File: src/rtl/uart_pkg.sv
// Shared types for the UART blocks: transmitter FSM states and parity mode encodings.
package uart_pkg;

  typedef enum logic [2:0] {
    ST_IDLE,
    ST_START,
    ST_DATA,
    ST_PARITY,
    ST_STOP
  } tx_state_e;

  localparam logic [1:0] PAR_NONE = 2'd0;
  localparam logic [1:0] PAR_EVEN = 2'd1;
  localparam logic [1:0] PAR_ODD  = 2'd2;

  function automatic logic par_enabled(input logic [1:0] mode);
    return (mode == PAR_EVEN) || (mode == PAR_ODD);
  endfunction

endpackage

File: src/rtl/uart_fifo.sv
// Synchronous FIFO with occupancy count; a push into a full FIFO is ignored
// even when a pop happens in the same cycle.
module uart_fifo #(
  parameter int DEPTH = 4,
  parameter int WIDTH = 8
) (
  input  logic                     clk,
  input  logic                     clr,
  input  logic                     push,
  input  logic                     pop,
  input  logic [WIDTH-1:0]         din,
  output logic [WIDTH-1:0]         dout,
  output logic                     full,
  output logic                     empty,
  output logic [$clog2(DEPTH):0]   level
);

  localparam int AW = $clog2(DEPTH);
  localparam int LW = AW + 1;

  logic [WIDTH-1:0] mem_q [DEPTH];
  logic [AW-1:0]    wr_ptr_q, rd_ptr_q;
  logic [LW-1:0]    count_q;
  logic             push_ok, pop_ok;

  assign full    = (count_q == LW'(DEPTH));
  assign empty   = (count_q == '0);
  assign level   = count_q;
  assign dout    = mem_q[rd_ptr_q];
  assign push_ok = push && !full;
  assign pop_ok  = pop && !empty;

  always_ff @(posedge clk) begin
    if (push_ok) mem_q[wr_ptr_q] <= din;
  end

  // Pointers wrap naturally because DEPTH is a power of two.
  always_ff @(posedge clk or posedge clr) begin
    if (clr) begin
      wr_ptr_q <= '0;
      rd_ptr_q <= '0;
      count_q  <= '0;
    end else begin
      if (push_ok) wr_ptr_q <= wr_ptr_q + 1'b1;
      if (pop_ok)  rd_ptr_q <= rd_ptr_q + 1'b1;
      case ({push_ok, pop_ok})
        2'b10:   count_q <= count_q + 1'b1;
        2'b01:   count_q <= count_q - 1'b1;
        default: count_q <= count_q;
      endcase
    end
  end

endmodule

File: src/rtl/uart_tx_fifo.sv
// UART transmitter fed by a write FIFO: programmable baud divider, data width,
// parity and stop bits, with back-to-back frames when the FIFO stays non-empty.
module uart_tx_fifo
  import uart_pkg::*;
#(
  parameter int DATA_BITS  = 8,
  parameter int FIFO_DEPTH = 4,
  parameter int DIV_W      = 16
) (
  input  logic                          clk,
  input  logic                          clr,
  input  logic                          wr,
  input  logic [DATA_BITS-1:0]          d_in,
  input  logic [DIV_W-1:0]              baud_div,
  input  logic [1:0]                    parity_mode,
  input  logic                          two_stop,
  output logic                          txd,
  output logic                          full,
  output logic                          empty,
  output logic [$clog2(FIFO_DEPTH):0]   level,
  output logic                          busy,
  output logic                          frame_done,
  output logic                          overflow
);

  localparam int BW = $clog2(DATA_BITS);

  tx_state_e             state_q;
  logic [DIV_W-1:0]      baud_q, div_q;
  logic [BW-1:0]         bit_q;
  logic                  stop_q, two_q, txd_q, ovf_q, par_q;
  logic [1:0]            mode_q;
  logic [DATA_BITS-1:0]  sh_q, fifo_dout;
  logic                  fifo_full, fifo_empty;
  logic                  bit_end, last_stop, frame_end, pop;

  uart_fifo #(
    .DEPTH (FIFO_DEPTH),
    .WIDTH (DATA_BITS)
  ) u_fifo (
    .clk   (clk),
    .clr   (clr),
    .push  (wr),
    .pop   (pop),
    .din   (d_in),
    .dout  (fifo_dout),
    .full  (fifo_full),
    .empty (fifo_empty),
    .level (level)
  );

  assign bit_end   = (baud_q == div_q);
  assign last_stop = stop_q || !two_q;
  assign frame_end = (state_q == ST_STOP) && bit_end && last_stop;
  // Pop from IDLE, or at the very end of a frame so the next start bit follows without a gap.
  assign pop       = !fifo_empty && ((state_q == ST_IDLE) || frame_end);

  assign txd        = txd_q;
  assign full       = fifo_full;
  assign empty      = fifo_empty;
  assign busy       = (state_q != ST_IDLE);
  assign frame_done = frame_end;
  assign overflow   = ovf_q;

  always_ff @(posedge clk or posedge clr) begin
    if (clr) begin
      state_q <= ST_IDLE;
      baud_q  <= '0;
      div_q   <= '0;
      bit_q   <= '0;
      stop_q  <= 1'b0;
      two_q   <= 1'b0;
      mode_q  <= PAR_NONE;
      txd_q   <= 1'b1;
      ovf_q   <= 1'b0;
    end else begin
      ovf_q  <= wr && fifo_full;
      baud_q <= ((state_q == ST_IDLE) || bit_end) ? '0 : baud_q + 1'b1;
      if (pop) begin
        state_q <= ST_START;
        txd_q   <= 1'b0;
        div_q   <= baud_div;
        mode_q  <= parity_mode;
        two_q   <= two_stop;
        stop_q  <= 1'b0;
      end else begin
        case (state_q)
          ST_START: if (bit_end) begin
            state_q <= ST_DATA;
            bit_q   <= '0;
            txd_q   <= sh_q[0];
          end
          ST_DATA: if (bit_end) begin
            if (bit_q == BW'(DATA_BITS - 1)) begin
              if (par_enabled(mode_q)) begin
                state_q <= ST_PARITY;
                txd_q   <= par_q;
              end else begin
                state_q <= ST_STOP;
                txd_q   <= 1'b1;
                stop_q  <= 1'b0;
              end
            end else begin
              bit_q <= bit_q + 1'b1;
              txd_q <= sh_q[1];
            end
          end
          ST_PARITY: if (bit_end) begin
            state_q <= ST_STOP;
            txd_q   <= 1'b1;
            stop_q  <= 1'b0;
          end
          ST_STOP: if (bit_end) begin
            if (!last_stop) begin
              stop_q <= 1'b1;
            end else begin
              state_q <= ST_IDLE;
              txd_q   <= 1'b1;
            end
          end
          default: ;
        endcase
      end
    end
  end

  // Shift register and parity bit are pure data: loaded on pop, no reset needed.
  always_ff @(posedge clk) begin
    if (pop) begin
      sh_q  <= fifo_dout;
      par_q <= (^fifo_dout) ^ (parity_mode == PAR_ODD);
    end else if ((state_q == ST_DATA) && bit_end) begin
      sh_q  <= sh_q >> 1;
    end
  end

endmodule

File: config.mk
export PLATFORM = sky130hd
export DESIGN_NAME = uart_tx_fifo
export DESIGN_NICKNAME = d
export VERILOG_FILES = /design/src/rtl/uart_pkg.sv /design/src/rtl/uart_fifo.sv /design/src/rtl/uart_tx_fifo.sv
export SDC_FILE = /design/constraint.sdc
export NUM_CORES = 1
export LEC_CHECK = 0
export BUFFER_PORTS_ARGS = -buffer_cell sky130_fd_sc_hd__buf_2
export CORE_MARGIN = 5
export CORE_UTILIZATION = 58
export CTS_CLUSTER_SIZE = 28
export DETAILED_ROUTE_END_ITERATION = 10
export GPL_ROUTABILITY_DRIVEN = 0
export PLACE_DENSITY = 0.81
export SLEW_MARGIN = 10
export SYNTH_ARGS = -nofsm -noshare
export SYNTH_HDL_FRONTEND = slang
export SYNTH_SLANG_ARGS = --single-unit
File: constraint.sdc
create_clock -name clk -period 8.8 [get_ports clk]
set_clock_uncertainty 0.2 [all_clocks]
set_input_delay 2.64 -clock clk [delete_from_list [all_inputs] [get_ports clk]]
set_output_delay 2.64 -clock clk [all_outputs]
set_load 0.01 [all_outputs]
==> qor.csv, run 1 <==
stage,metric,value,unit
clock_tree,post_cts_resized,0,
sta,timing.final.crit_share,0.561,
setup_path,rrSetupSlack,4.72,ns
floorplanning,die_extent_in_y,96.2,um
floorplanning,die_area,9250,sq um
logic_synthesis,synth-main-ff-cell,sky130_fd_sc_hd__dfrtp_1,
route,route.detailed.drc,0,
global_routing,via_count_of_the_first_global_routing_pass,2454,
sta,totalNegativeSetupSlack,0,ns
route,num_vias,2408,
worst_hold_path,min_path_cells,1,
clock_tree,cts.hold.buffers_added,0,
floorplanning,core_region_area,7250,sq um
logic_synthesis,synth_top_family_by_area,multiplexers,
cells_and_area,layout.nets,388,
logic_synthesis,fraction_of_the_yosys_area_taken_by_sequential_cells,0.583,
sta,finalCriticalPeriod,4.94,ns
route,ant_nets,0,
route,drt-initial-drc-count,115,
logic_synthesis,yosys-top-cells-count,"sky130_fd_sc_hd__dfrtp_1 (50), sky130_fd_sc_hd__edfxtp_1 (41), sky130_fd_sc_hd__nor2_1 (34)",
logic_synthesis,syn_area,4310,sq um
global_routing,overflow,0,
sta,hold_violations,0,
pwr,internal_power,0.000740,W
global_routing,total_global_routing_track_utilization,0.179,
setup_path,r2r-start,baud_q[3]$_DFF_PP0_,
setup_path,regToRegEndpoint,u_fifo.level[2]$_DFFE_PP0P_,
worst_hold_path,hold_worst_path_end,div_q[13]$_DFFE_PP0P_,
worst_hold_path,min_path_type,reg -> reg,
logic_synthesis,synth.mux.area_fraction,0.140,
sta,timing.final.max_slew_violations,0,
setup_path,worst_setup_path_start_kind,register,
pwr,leakagePower,2.01,nW
setup_path,r2r_cells,11,
logic_synthesis,synth.ff_latch_count,92,
route,route.final.wire_length,7.25,mm
placed_design,post-dp-hpwl,5.02,mm
logic_synthesis,ys_top_cells_by_area,"sky130_fd_sc_hd__dfrtp_1 (29%), sky130_fd_sc_hd__edfxtp_1 (29%), sky130_fd_sc_hd__mux2_4 (7.3%), sky130_fd_sc_hd__xor2_1 (6.3%), sky130_fd_sc_hd__mux4_2 (4.2%)",
sta,max_freq,0.202,GHz
logic_synthesis,ys_async_sr_fraction,0.554,
pwr,combinationalPowerShare,0.176,
logic_synthesis,netlist-cell-type-count,45,
placed_design,total_of_buffers_placed_on_input_and_output_ports,38,
pwr,clock_power_share,0.289,
logic_synthesis,synth_top_cell_by_area,sky130_fd_sc_hd__dfrtp_1,
clock_tree,numCtsBuffers,9,
cells_and_area,share_of_final_layout_standard_cells_stronger_than_drive_strength_1,0.263,
pwr,irDropWorstVdd,0.000137,V
logic_synthesis,synthesis.nets,348,
logic_synthesis,synth-adder-area-share,0.0279,
floorplanning,floorplan.initialDensity,0.594,
clock_tree,clock_tree.buffer_depth,2,
sta,setup_viol,0,
logic_synthesis,avgSynthCellArea,13.9,sq um
logic_synthesis,synth_xor_xnor_area_share,0.0915,
global_routing,global_route_wire_length_before_repair,12.2,mm
setup_path,cp_data_arrival_time,2.10,ns
run_status,status,"finished, final reports clean",
pwr,pwr-share-seq,0.536,
clock_tree,cts_max_level,3,
clock_tree,clock_tree_from_tritoncts,done,
route,avgRoutedWirePerCell,16.0,um
clock_tree,cell_chosen_for_the_clock_root,sky130_fd_sc_hd__clkbuf_8,
clock_tree,sinks_on_the_clock_net,92,
worst_hold_path,hold_start,div_q[13]$_DFFE_PP0P_,
clock_tree,post-cts-setup-buffers,0,
sta,maxSlewHeadroom,0.355,
global_routing,grt_start_max_net_pins,52,
clock_tree,clkLatencyLatePin,0.36,ns
route,routed_via_density,5.32,
logic_synthesis,yosysWarningCount,0,
setup_path,criticalPathCategory,reg -> out,
logic_synthesis,synthCells,309,
cells_and_area,syn_to_final_growth,10.0,%
route,number_of_detailed_routing_iterations_run_before_antenna_repair,6,
logic_synthesis,yosys.cell_count.top_type,sky130_fd_sc_hd__dfrtp_1,
floorplanning,num_rows,31,
pwr,post-layout-total-power,0.00104,W
logic_synthesis,synth_enable_flop_cells,41,
floorplanning,ios,39,
pwr,power_per_cell_area,220,nW/um^2
flow_run,maxCapViolCount,0,
logic_synthesis,yosysTopAreaCellShare,0.291,
clock_tree,cts.clk_slew.worst_paths,0.09,ns
floorplanning,fp.dieW,96.2,um
setup_path,critical_path_peak_fanout,11,
global_routing,initial_antenna_violation_count,0,
pwr,switching_share,0.291,
setup_path,cp_data_required_time,5.96,ns
cells_and_area,num_antenna_cells,0,
pwr,net-switching-power,0.000304,W
setup_path,crit_path_end_kind,output pin,
logic_synthesis,simple_gate_area_share_of_the_yosys_netlist,0.0985,
sta,timing_worst_slew_pin_value,0.967,ns
logic_synthesis,synth_compound_gate_area_share,0.0238,
sta,setup_repair_after_global_routing_missed_its_margin,false,
through the flow:
stage	instances	hold slack, ns	setup WS, ns	area, sq um	util
after floorplan	309	0.279	4.67	4310	-
after global placement	437	0.298	4.36	4520	0.623
after detailed placement	437	0.300	4.28	4520	0.623
after CTS	453	0.321	3.87	4740	0.653
after global routing	453	0.335	3.64	4740	0.653
final	453	0.315	3.86	4740	0.653
per-layer routing:
metal  track usage  routed length [um]  up-vias
li1              -                   -     1158
met3        0.0641                 473       10
met4        0.0486                  97        0
met5             0                   0        -
met1         0.240                3230     1177
met2         0.275                3450       63
cells by family after synthesis:
kind of cell,after synthesis
compound gates,15
xor+xnor,45
fa+ha+maj,9
buf+inv,22
flops,92
mux,39
simple gates,87
final cells by class:
cell class                      instances  area (sq um)
Inverter                               12          45.0
Clock buffer                            9           124
Fill cell                             543          2520
Tap cell                               99           124
Clock inverter                          7          92.6
Multi-Input combinational cell        195          1650
Timing Repair Buffer                   39           198
Sequential cell                        92          2510
power by group through the flow:
stage	combinational, W	sequential [W]	clock, W
floorplan	0.000133	0.000559	0
detailed placement	0.000185	0.000567	0
global placement	0.000178	0.000564	0
CTS	0.000187	0.000559	0.000307
finish	0.000184	0.000559	0.000301
global route	0.000204	0.000568	0.000330
how the worst max path moves through the flow:
stage / startpoint / endpoint / slack [ns] / cells after the start
2_1_floorplan: baud_q[8]$_DFF_PP0_ / frame_done / 4.67 / 5
3_3_place_gp: baud_q[7]$_DFF_PP0_ / frame_done / 4.36 / 5
3_5_place_dp: baud_q[11]$_DFF_PP0_ / frame_done / 4.28 / 5
4_1_cts: baud_q[11]$_DFF_PP0_ / frame_done / 3.87 / 5
5_1_grt: baud_q[11]$_DFF_PP0_ / frame_done / 3.64 / 5
6_report: baud_q[3]$_DFF_PP0_ / frame_done / 3.86 / 5
worst max-delay path: stages, from the launching register on:
cell and delay [ns]:
sky130_fd_sc_hd__dfrtp_1 0.45, sky130_fd_sc_hd__xor2_1 0.18, sky130_fd_sc_hd__nor4_1 0.33, sky130_fd_sc_hd__nand4_1 0.44
sky130_fd_sc_hd__nor2_1 0.19, sky130_fd_sc_hd__buf_2 0.15
placed cells by master (no fill, tap or decap), drive strengths merged, types with 2 or more instances in the layout:
cell type  Yosys  layout
dfrtp         50      50
edfxtp        41      41
buf            9      39
nor2          35      35
xor2          31      31
mux2          27      27
inv           12      16
xnor2         14      14
nand2         14      14
nand3          9       9
clkbuf         1       9
mux4           8       8
ha             8       8
and3           7       7
nor4           4       4
o21a           4       4
mux2i          4       4
o21ai          4       4
nor3           3       3
nand2b         3       3
nand4          3       3
a21oi          2       2
and2           2       2
clkinv         0       2
registers in the layout, summed over array words and instances, names as in the netlist, 2 cells and up:
name / flops
u_fifo.rd_ptr_q: 2
u_fifo.mem_q: 32
div_q: 16
mode_q: 2
sh_q: 8
state_q: 3
bit_q: 3
u_fifo.level: 3
baud_q: 16
u_fifo.wr_ptr_q: 2
No activity file was read; power rests on OpenSTA's default activity.
==> inputs of run 2 (changes only) <==
Clock period 8.8 ns to 4.57 ns, I/O delays scaled along.
==> run 2 against run 1 <==
  * Core utilization hardly changed
  * Cell count is 0.22% higher
  * Critical path depth is 1 higher
  * Sequential share of layout area hardly changed
  * Largest power group unchanged
  * Worst setup slack worse by 2.7 ns
==> qor.csv, run 2 (synthesis gave the netlist of run 1 again) <==
stage,metric,value,unit
setup_path,crit_path_cell_trace,"xor2_1, nor4_1, nand4_1, buf_4, nor2_1, buf_2",
sta,timing.final.crit_share,0.740,
sta,totalNegativeSetupSlack,0,ns
sta,setup_viol,0,
clock_tree,clock_tree_from_tritoncts,done,
floorplanning,num_rows,31,
global_routing,total_global_routing_track_utilization,0.178,
clock_tree,numCtsBuffers,9,
cells_and_area,final.fill_count,537,
placed_design,preCtsSetupSlack,1.29,ns
global_routing,overflow,0,
sta,maxSlewHeadroom,0.308,
cells_and_area,registers.top_by_ff_count,u_fifo.mem_q,
route,avgRoutedWirePerCell,16.1,um
setup_path,cp_data_required_time,3.00,ns
sta,timing.final.ws_setup,1.19,ns
setup_path,cp_data_arrival_time,1.81,ns
pwr,irDropWorstVdd,0.000404,V
floorplanning,floorplan.initialDensity,0.594,
route,drt-initial-drc-count,90,
route,routed_via_density,5.33,
route,ant_nets,0,
cells_and_area,mostFrequentLayoutCells,"sky130_fd_sc_hd__dfrtp_1 (50), sky130_fd_sc_hd__edfxtp_1 (41), sky130_fd_sc_hd__buf_2 (38), sky130_fd_sc_hd__nor2_1 (34), sky130_fd_sc_hd__xor2_1 (31)",
clock_tree,post_cts_resized,0,
global_routing,global_route_wire_length_before_repair,12.2,mm
cells_and_area,num_antenna_cells,0,
cells_and_area,max_reg_flops,32,
route,num_vias,2418,
route,route.detailed.drc,0,
worst_hold_path,min_path_type,reg -> reg,
route,route.final.wire_length,7.31,mm
sta,max_freq,0.296,GHz
pwr,power_per_cell_area,422,nW/um^2
placed_design,number_of_placed_instances_taps_included,438,
pwr,post-layout-total-power,0.00200,W
sta,hold_violations,0,
pwr,leakagePower,2.01,nW
sta,finalCriticalPeriod,3.38,ns
clock_tree,clock_tree.buffer_depth,2,
sta,timing.final.max_slew_violations,0,
clock_tree,cts.hold.buffers_added,0,
clock_tree,cell_chosen_for_the_clock_root,sky130_fd_sc_hd__clkbuf_8,
setup_path,criticalPathCategory,reg -> out,
floorplanning,fp.dieW,96.2,um
setup_path,rrSetupSlack,1.26,ns
floorplanning,ios,39,
cells_and_area,share_of_final_layout_standard_cells_stronger_than_drive_strength_1,0.265,
flow_run,maxCapViolCount,0,
setup_path,crit_slowest_cell,sky130_fd_sc_hd__dfrtp_1,
clock_tree,clkLatencyLatePin,0.35,ns
cells_and_area,layout_commonest_cell,sky130_fd_sc_hd__dfrtp_1,
cells_and_area,reg_top3,"u_fifo.mem_q (32), baud_q (16), div_q (16)",
floorplanning,die_extent_in_y,96.2,um
global_routing,initial_antenna_violation_count,0,
clock_tree,cts_max_level,3,
clock_tree,cts.clk_slew.worst_paths,0.09,ns
setup_path,worst_setup_path_start_kind,register,
floorplanning,die_area,9250,sq um
cells_and_area,finish.cell_count_without_fillers,454,
clock_tree,sinks_on_the_clock_net,92,
sta,timing_worst_slew_pin_value,1.04,ns
setup_path,worst_path_largest_cell_delay,0.47,ns
cells_and_area,syn_to_final_growth,9.97,%
cells_and_area,layout.nets,389,
placed_design,post-dp-hpwl,5.20,mm
global_routing,grt_start_max_net_pins,52,
setup_path,critical_path_peak_fanout,11,
sta,fin_worst_hold_slack,0.321,ns
clock_tree,post-cts-setup-buffers,0,
sta,setup_repair_after_global_routing_missed_its_margin,false,
route,number_of_detailed_routing_iterations_run_before_antenna_repair,5,
placed_design,total_of_buffers_placed_on_input_and_output_ports,38,
run_status,status,"finished, final reports clean",
setup_path,crit_path_end_kind,output pin,
floorplanning,core_region_area,7250,sq um
global_routing,via_count_of_the_first_global_routing_pass,2567,
## run 2: cell types whose count changed in the layout (fill, tap and decap cells not counted)
cell and delta:
sky130_fd_sc_hd__clkinvlp_4 +1, sky130_fd_sc_hd__buf_4 +1, sky130_fd_sc_hd__clkinv_2 +1, sky130_fd_sc_hd__inv_8 +1, sky130_fd_sc_hd__inv_6 -2, sky130_fd_sc_hd__clkinv_8 -1
## run 2: layer usage
layer,wire length (um),GRT usage,up-vias,share of wire
li1,-,-,1160,-
met1,3500,0.249,1198,0.48
met2,3410,0.274,51,0.47
met3,307,0.0407,9,0.042
met4,97,0.0592,0,0.013
met5,0,0,-,0
## run 2: worst paths after layout
check | start | endpoint | cells past startpoint
max reg2reg | baud_q[0]$_DFF_PP0_ | u_fifo.level[2]$_DFFE_PP0P_ | 12
min reg2reg | div_q[11]$_DFFE_PP0P_ | div_q[11]$_DFFE_PP0P_ | 1
min | div_q[11]$_DFFE_PP0P_ | div_q[11]$_DFFE_PP0P_ | 1
min in group asynchronous | clr | u_fifo.wr_ptr_q[1]$_DFFE_PP0P_ | 2
max in group asynchronous | clr | u_fifo.rd_ptr_q[1]$_DFFE_PP0P_ | 2
max | baud_q[0]$_DFF_PP0_ | frame_done | 6
## run 2: final cells by class
class | count | area [sq um] | area share
clock buffers | 9 | 124 | 0.0262
inverters | 12 | 45.0 | 0.00951
flip-flops and latches | 92 | 2510 | 0.530
well taps | 99 | 124 | 0.0262
clock inverters | 7 | 82.6 | 0.0174
repair buffers | 40 | 205 | 0.0433
multi-input cells | 195 | 1650 | 0.348
## run 2: where the power goes
part	internal (W)	switching, W	total (W)
sequential	0.000990	0.0000888	0.00108
clock	0.000263	0.000300	0.000563
combinational	0.000167	0.000189	0.000356
total	0.00142	0.000578	0.00200
## run 2: through the flow
step / util / cell area [sq um]
after floorplan: - / 4310
after global placement: 0.624 / 4530
after detailed placement: 0.624 / 4530
after CTS: 0.653 / 4730
after global routing: 0.653 / 4730
final: 0.653 / 4730
## run 2: critical path: cells and delay by family, from the launching register on
kind | cells | cell delay [ns]
DFF | 1 | 0.47
buffers and inverters | 2 | 0.33
xor gates and xnor gates | 1 | 0.18
and+or+nand+nor | 3 | 0.49
==> inputs of run 3 (changes only) <==
Clock period 4.57 ns to 3.3 ns, I/O delays scaled along.
==> run 3 against run 2 <==
  * Combinational power rose by 39%
  * Cell count up 0.66%
  * Hold slack gained 0.0062 ns
  * Cell area is 0.19% higher
  * Clock-buffer cell count stayed put
  * First-iteration DRC count up 38%
  * Sequential share of layout area down 0.098 points
  * Largest power group unchanged
  * Worst setup slack lost 0.98 ns
  * Sequential power up 38%
  * Non-clock buffer count up 3
==> qor.csv, run 3 (synthesis gave the netlist of run 1 again) <==
stage,metric,value,unit
sta,timing.final.crit_share,0.936,
route,route.final.wire_length,7.43,mm
floorplanning,die_extent_in_y,96.2,um
flow_run,maxCapViolCount,0,
cells_and_area,finish.cell_count_without_fillers,457,
sta,hold_violations,0,
placed_design,post-dp-hpwl,5.34,mm
global_routing,via_count_of_the_first_global_routing_pass,2604,
sta,max_freq,0.324,GHz
cells_and_area,share_of_final_layout_standard_cells_stronger_than_drive_strength_1,0.271,
cells_and_area,layout_commonest_cell,sky130_fd_sc_hd__dfrtp_1,
floorplanning,num_rows,31,
sta,timing_worst_slew_pin_value,0.750,ns
setup_path,crit_path_end_kind,output pin,
floorplanning,ios,39,
setup_path,worst_setup_path_start_kind,register,
pwr,power_per_cell_area,572,nW/um^2
clock_tree,clock_tree_from_tritoncts,done,
sta,finalCriticalPeriod,3.09,ns
global_routing,overflow,0,
floorplanning,core_region_area,7250,sq um
setup_path,cp_data_required_time,2.11,ns
clock_tree,cts.clk_slew.worst_paths,0.10,ns
setup_path,rrSetupSlack,0.44,ns
clock_tree,sinks_on_the_clock_net,92,
route,number_of_detailed_routing_iterations_run_before_antenna_repair,4,
sta,setup_viol,0,
setup_path,worst_path_largest_cell_delay,0.45,ns
route,drt-initial-drc-count,124,
cells_and_area,registers.top_by_ff_count,u_fifo.mem_q,
clock_tree,cts.hold.buffers_added,0,
sta,maxSlewHeadroom,0.499,
cells_and_area,final.fill_count,551,
setup_path,crit_path_cell_trace,"xor2_1, nor4_1, nand4_1, buf_4, nor2_1, buf_2",
route,routed_via_density,5.37,
clock_tree,clock_tree.buffer_depth,2,
clock_tree,numCtsBuffers,9,
cells_and_area,layout.nets,392,
route,avgRoutedWirePerCell,16.3,um
clock_tree,post-cts-setup-buffers,0,
route,ant_nets,0,
cells_and_area,num_antenna_cells,0,
sta,totalNegativeSetupSlack,0,ns
route,route.detailed.drc,0,
cells_and_area,reg_top3,"u_fifo.mem_q (32), baud_q (16), div_q (16)",
pwr,irDropWorstVdd,0.000546,V
global_routing,grt_start_max_net_pins,29,
cells_and_area,max_reg_flops,32,
placed_design,number_of_placed_instances_taps_included,441,
global_routing,total_global_routing_track_utilization,0.182,
global_routing,initial_antenna_violation_count,0,
floorplanning,floorplan.initialDensity,0.594,
setup_path,criticalPathCategory,reg -> out,
run_status,status,"finished, final reports clean",
floorplanning,fp.dieW,96.2,um
sta,timing.final.max_slew_violations,0,
setup_path,cp_data_arrival_time,1.90,ns
route,num_vias,2453,
clock_tree,clkLatencyLatePin,0.36,ns
cells_and_area,mostFrequentLayoutCells,"sky130_fd_sc_hd__dfrtp_1 (50), sky130_fd_sc_hd__edfxtp_1 (41), sky130_fd_sc_hd__buf_2 (38), sky130_fd_sc_hd__nor2_1 (34), sky130_fd_sc_hd__xor2_1 (31)",
floorplanning,die_area,9250,sq um
setup_path,crit_slowest_cell,sky130_fd_sc_hd__dfrtp_1,
pwr,leakagePower,2.02,nW
sta,setup_repair_after_global_routing_missed_its_margin,false,
cells_and_area,syn_to_final_growth,10.2,%
setup_path,critical_path_peak_fanout,10,
clock_tree,post_cts_resized,0,
worst_hold_path,min_path_type,reg -> reg,
global_routing,global_route_wire_length_before_repair,12.6,mm
placed_design,total_of_buffers_placed_on_input_and_output_ports,38,
clock_tree,cell_chosen_for_the_clock_root,sky130_fd_sc_hd__clkbuf_8,
clock_tree,cts_max_level,3,
run 3: cell count changes in the layout (fill, tap and decap cells not counted):
cell / before / now
sky130_fd_sc_hd__buf_4: 2 / 5
sky130_fd_sc_hd__bufinv_16: 1 / 0
sky130_fd_sc_hd__clkinv_8: 0 / 1
run 3: final cells by class:
| cell class | count | area [sq um] | area share |
|---|---|---|---|
| multi-input combinational | 195 | 1650 | 0.347 |
| clock inverter | 7 | 68.8 | 0.0145 |
| timing repair buffer | 43 | 228 | 0.0480 |
| tap | 99 | 124 | 0.0261 |
| clock buffer | 9 | 124 | 0.0261 |
| sequential | 92 | 2510 | 0.529 |
| inverter | 12 | 45.0 | 0.00950 |
run 3: power by group:
| part | internal, W | switching (W) |
|---|---|---|
| clock network | 0.000293 | 0.000431 |
| logic | 0.000232 | 0.000264 |
| registers | 0.00137 | 0.000122 |
run 3: through the flow:
step / hold WS, ns / setup WS [ns] / instance area (sq um) / total power, W / utilization
2_1_floorplan: 0.279 / 0.547 / 4310 / 0.00185 / -
3_3_place_gp: 0.291 / 0.575 / 4550 / 0.00199 / 0.627
3_5_place_dp: 0.304 / 0.485 / 4550 / 0.00202 / 0.627
4_1_cts: 0.327 / 0.196 / 4740 / 0.00274 / 0.654
5_1_grt: 0.347 / 0.0477 / 4740 / 0.00287 / 0.654
6_report: 0.327 / 0.211 / 4740 / 0.00271 / 0.654
run 3: worst max-delay path, delay by kind of cell (launching register included):
family	cells	cell delay (ns)
DFF	1	0.45
and+or+nand+nor	3	0.58
buffers and inverters	2	0.34
xor gates and xnor gates	1	0.17
run 3: worst paths after layout:
path,startpoint,endpoint,cells after the start
worst min register to register,div_q[13]$_DFFE_PP0P_,div_q[13]$_DFFE_PP0P_,1
max in group asynchronous,clr,txd$_DFFE_PP1P_,3
min in group asynchronous,clr,u_fifo.level[0]$_DFFE_PP0P_,2
worst max register to register,baud_q[8]$_DFF_PP0_,u_fifo.level[2]$_DFFE_PP0P_,11
worst min-delay path,div_q[13]$_DFFE_PP0P_,div_q[13]$_DFFE_PP0P_,1
worst max-delay path,baud_q[8]$_DFF_PP0_,frame_done,6
run 3: per-layer routing:
layer / part of all wire / up-vias / GRT usage / wire (um)
met3: 0.053 / 4 / 0.0485 / 391
met4: 0.0051 / 0 / 0.0415 / 38
met1: 0.47 / 1236 / 0.264 / 3470
met2: 0.48 / 51 / 0.275 / 3530
met5: 0 / - / 0 / 0
li1: - / 1162 / - / -
